## config.mk

```make
export PLATFORM = sky130hd
export DESIGN_NAME = bus_arbiter
export DESIGN_NICKNAME = d
export VERILOG_FILES = /design/src/rtl/bus_arb_pkg.sv /design/src/rtl/bus_arbiter_rr_pick.sv /design/src/rtl/bus_arbiter.sv
export SDC_FILE = /design/constraint.sdc
export NUM_CORES = 1
export LEC_CHECK = 0
export ABC_CLOCK_PERIOD_IN_PS = 2320
export CORE_MARGIN = 2
export CORE_UTILIZATION = 30
export CTS_CLUSTER_SIZE = 24
export DETAILED_ROUTE_END_ITERATION = 10
export DONT_BUFFER_PORTS = 1
export GPL_TIMING_DRIVEN = 0
export REMOVE_ABC_BUFFERS = 1
export SKIP_LAST_GASP = 1
export SLEW_MARGIN = 0
export SYNTH_ARGS = -nofsm -noshare
export SYNTH_HDL_FRONTEND = slang
export SYNTH_SLANG_ARGS = --single-unit
```

## constraint.sdc

```tcl
create_clock -name clk -period 2.32 [get_ports clk]
set_input_delay 0.116 -clock clk [delete_from_list [all_inputs] [get_ports clk]]
set_output_delay 0.116 -clock clk [all_outputs]
set_load 0.1 [all_outputs]
```

## src/rtl/bus_arb_pkg.sv

```systemverilog
// Shared types and helpers for the round-robin bus arbiter.
package bus_arb_pkg;

  typedef enum logic [1:0] {
    IDLE    = 2'd0,
    GRANT   = 2'd1,
    RELEASE = 2'd2
  } arb_state_t;

  localparam int NUM_MASTERS_DEF = 3;
  localparam int MAX_HOLD_DEF    = 64;
  localparam int MAX_MASTERS     = 8;

  function automatic logic [MAX_MASTERS-1:0] onehot(input logic [2:0] idx);
    logic [MAX_MASTERS-1:0] v;
    v      = '0;
    v[idx] = 1'b1;
    return v;
  endfunction

endpackage

```

## src/rtl/bus_arbiter_rr_pick.sv

```systemverilog
// Combinational round-robin picker: first set request at or above rr_ptr, wrapping.
module rr_pick
  import bus_arb_pkg::*;
#(
  parameter int NUM_MASTERS = NUM_MASTERS_DEF,
  parameter int ID_W        = $clog2(NUM_MASTERS)
) (
  input  logic [NUM_MASTERS-1:0] req,
  input  logic [ID_W-1:0]        rr_ptr,
  output logic [ID_W-1:0]        winner,
  output logic                   any_req
);

  // Scan from the far end down so the candidate closest to rr_ptr is written last.
  always_comb begin
    int idx;
    idx     = 0;
    winner  = '0;
    any_req = |req;
    for (int i = NUM_MASTERS - 1; i >= 0; i--) begin
      idx = int'(rr_ptr) + i;
      if (idx >= NUM_MASTERS) idx = idx - NUM_MASTERS;
      if (req[idx]) winner = ID_W'(idx);
    end
  end

endmodule

```

## src/rtl/bus_arbiter.sv

```systemverilog
// Round-robin multi-master arbiter for the serial bus bridge.
// Optional hold-time limit is compiled in with `define ARB_TIMEOUT_EN.
module bus_arbiter
  import bus_arb_pkg::*;
#(
  parameter int NUM_MASTERS = NUM_MASTERS_DEF,
  parameter int MAX_HOLD    = MAX_HOLD_DEF,
  parameter int ID_W        = $clog2(NUM_MASTERS)
) (
  input  logic                   clk,
  input  logic                   rst,
  input  logic [NUM_MASTERS-1:0] req,
  input  logic                   done,
  output logic [NUM_MASTERS-1:0] grant,
  output logic                   grant_valid,
  output logic [ID_W-1:0]        grant_id,
  output logic                   bus_busy,
  output logic                   timeout,
  output logic [1:0]             arb_state
);

  // Handshake: a master holds req until it sees done (or gives up); grant is
  // held until done, owner withdrawal or forced release, then one RELEASE cycle.

  if (NUM_MASTERS < 2 || NUM_MASTERS > MAX_MASTERS || MAX_HOLD < 2) begin : g_bad_param
    $error("bus_arbiter: illegal NUM_MASTERS or MAX_HOLD");
  end

  arb_state_t      state, next_state;
  logic [ID_W-1:0] rr_ptr, winner, next_ptr;
  logic            any_req, exit_grant, force_rel;

  rr_pick #(
    .NUM_MASTERS (NUM_MASTERS),
    .ID_W        (ID_W)
  ) u_pick (
    .req     (req),
    .rr_ptr  (rr_ptr),
    .winner  (winner),
    .any_req (any_req)
  );

  assign next_ptr   = (grant_id == ID_W'(NUM_MASTERS - 1)) ? '0 : grant_id + 1'b1;
  assign exit_grant = (state == GRANT) && (done || !req[grant_id] || force_rel);

`ifdef ARB_TIMEOUT_EN
  localparam int CNT_W = ($clog2(MAX_HOLD) > 8) ? $clog2(MAX_HOLD) : 8;

  logic [CNT_W-1:0] hold_cnt;
  logic             timeout_q;

  // A done or withdrawal on the limit cycle is an ordinary release.
  assign force_rel = (state == GRANT) && (hold_cnt == CNT_W'(MAX_HOLD - 1))
                     && !done && req[grant_id];

  always_ff @(posedge clk or posedge rst) begin
    if (rst) begin
      hold_cnt  <= '0;
      timeout_q <= 1'b0;
    end else begin
      timeout_q <= force_rel;
      if (state == IDLE) hold_cnt <= '0;
      else if (state == GRANT) hold_cnt <= hold_cnt + 1'b1;
    end
  end

  assign timeout = timeout_q;
`else
  assign force_rel = 1'b0;
  assign timeout   = 1'b0;
`endif

  always_ff @(posedge clk or posedge rst) begin
    if (rst) begin
      state    <= IDLE;
      grant    <= '0;
      grant_id <= '0;
      rr_ptr   <= '0;
    end else begin
      state <= next_state;
      if (state == IDLE && any_req) begin
        grant    <= NUM_MASTERS'(onehot(3'(winner)));
        grant_id <= winner;
      end else if (exit_grant) begin
        grant  <= '0;
        rr_ptr <= next_ptr;
      end
    end
  end

  always_comb begin
    next_state = state;
    case (state)
      IDLE:    if (any_req) next_state = GRANT;
      GRANT:   if (exit_grant) next_state = RELEASE;
      RELEASE: next_state = IDLE;
      default: next_state = IDLE;
    endcase
  end

  always_comb begin
    bus_busy    = (state == GRANT) || (state == RELEASE);
    grant_valid = |grant;
    arb_state   = state;
  end

  always @(posedge clk) begin
    if (!rst) begin
      assert ($onehot0(grant));
      assert (grant_valid == (state == GRANT));
    end
  end

endmodule

```

==> reports/metrics.cfg <==
[place]
gp_congestion = 0.743
dp_hpwl_um = 930
io_buffers = 0

[critical_path]
slowest_delay_ns = 0.95
path_buf_inv = 0
worstPathMaxFanout = 3
worstSetupEndpointType = primary output
cp_top_family = flip-flops
cp_data_arrival_time_ns = 2.04
cp_slowest_cell = dfrtp_1
r2r_start = grant_id[1]$_DFFE_PP0P_
criticalPathCategory = flop to primary output
cp-start-kind = flop
critical_path.startpoint = grant[2]$_DFFE_PP0P_
worstPathRequired_ns = 2.20
cp_cell_sequence = or3_1

[logic_synthesis]
seq_area_frac_synth = 0.370
synth_top_cell_by_area = dfrtp_1
yosysTopAreaCellShare = 0.370
syn-cell-area_um2 = 608
yosysUniqueCellTypes = 29
synthArstFlopShare = 1.00
synthCells = 62
ys_ff_latch = 9
syn_avg_cell_area_um2 = 9.81
synthFlopType = dfrtp_1
synthTopCellsByCount = dfrtp_1 (9), inv_1 (7), ha_1 (6), nor2_1 (5), nand2_1 (4)
synth.top_cells.by_area = dfrtp_1 (37%), ha_1 (12%), inv_1 (4.3%)
synth_edf_count = 0
synth.most_common_cell = dfrtp_1
ys.warnings.count = 0

[routing]
vias = 457
vias_per_cell = 4.91
routed_wire_length_per_instance_um = 12.3
postRouteAntennaNets = 0
firstDrtPassIters = 4
drt_iter0_drc = 7
wl_um = 1150
drcViolationCount = 0

[cells_and_area]
antenna_cells = 0
drive_gt1_frac = 0.152
fillers = 214
ff_latch_area_um2 = 229
syn2layout_area_growth_pct = 11.3
nets = 79
postLayoutCoreUtil = 0.349
multi_input_area_um2 = 352

[global_route]
grt_pass1_vias = 426
met2_usage = 0.162
grt_max_degree = 10
met3_usage = 0.0276
grtUsageTotal = 0.104
met1_usage = 0.120
grt.busiest_layer = met2
antenna_found_initial = 0
grt_pass1_wl_um = 1840
grt_overflow = 0

[clocking]
cts_max_path_buffers = 2
cts_buffers = 3
clockRootBuffer = clkbuf_4
cts_setup_buffers = 0
insertion_delay_ns = 0.25
h-tree-depth = 1
cts_sinks = 9
cts_tree = done
clk_pin_slew_ns = 0.06

[timing]
hold_viol_final = 0
layout_worst_path_cycle_share = 0.927
final.setup.tns_ns = 0
fmax_mhz = 465
skew_ns = 0.00151
setup_viol = 0
relSlewSlack = 0.326
finalMaxSlewViolations = 0
min_period_ns = 2.15
tightest_slew_ns = 1.01
rsz0062_at_grt = no

[hold_path]
hp-class = input pin to flop
min_from = req[2]

[floorplanning]
initial_utilization = 0.313
coreArea_um2 = 1940
die_area_um2 = 2400
rows = 16
io_pins = 16
die_x_um = 49.0
dieHeight_um = 49.0

[job]
drv_cap = 0

[outcome]
status = completed

per-stage QoR:
step | hold slack, ns | setup slack [ns] | instance area, µm² | std cells
finish | 0.243 | 0.169 | 677 | 93
floorplan | -0.0561 | 0.135 | 601 | 61
global placement | -0.0222 | 0.0463 | 634 | 88
CTS | 0.224 | 0.0175 | 673 | 93
detailed placement | -0.0129 | 0.0248 | 634 | 88
global route | 0.260 | 0.116 | 677 | 93
flip-flops by register name, summed over array words and instances, names as in the netlist:
register	flops
grant_id	2
grant	3
arb_state	2
rr_ptr	2
cell usage in the layout (no fill, tap or decap), types with 2 or more instances in the layout:
master and count:
a21oi_1 2, clkbuf_4 3, dfrtp_1 6, dfrtp_2 3, ha_1 5, inv_1 7
mux2_1 2, nand2_1 4, nor2_1 5, nor3_1 2, o21a_1 2, o21ai_0 3
o2bb2ai_1 2
worst paths after layout:
check                      slack [ns]  depth (start not counted)                  endpoint
max                              0.17                          1               grant_valid
min                              0.24                          3   grant_id[1]$_DFFE_PP0P_
max reg2reg                      0.26                          4  arb_state[0]$_DFFE_PP0P_
min reg2reg                      0.53                          1     rr_ptr[0]$_DFFE_PP0P_
max in group asynchronous        1.79                          2  arb_state[0]$_DFFE_PP0P_
min in group asynchronous        0.26                          2      grant[1]$_DFFE_PP0P_
kinds of logic after synthesis:
family	count (synthesis)	synth area share
flip-flops	9	0.370
AO/OA/AOI/OAI	16	0.200
other	1	0.00617
adder cells (fa/ha/maj)	6	0.123
multiplexers	4	0.0782
buffers and inverters	8	0.0556
AND/OR/NAND/NOR	18	0.167
area by class of cell:
cell class              count  share of cell area
inverters                   7              0.0388
multi-input cells          45               0.519
well taps                  27              0.0499
flip-flops and latches      9               0.338
clock buffers               4              0.0388
repair buffers              1              0.0148
routing by layer:
| metal | vias to the layer above | routed length [µm] |
|---|---|---|
| met2 | 17 | 508 |
| met3 | 4 | 72 |
| met5 | - | 0 |
| met4 | 0 | 27 |
| li1 | 226 | - |
| met1 | 210 | 537 |
timing repair:
item / in CTS / in global routing
setup endpoints to repair: 1 / 3
endpoints found under the hold margin: 9 / 0
resized for setup: 1 / 3
hold buffers: 1 / 0
Power is left out: the tool's default activity adds up to more than one toggle a clock period on the data nets, which glitch-free logic cannot reach.
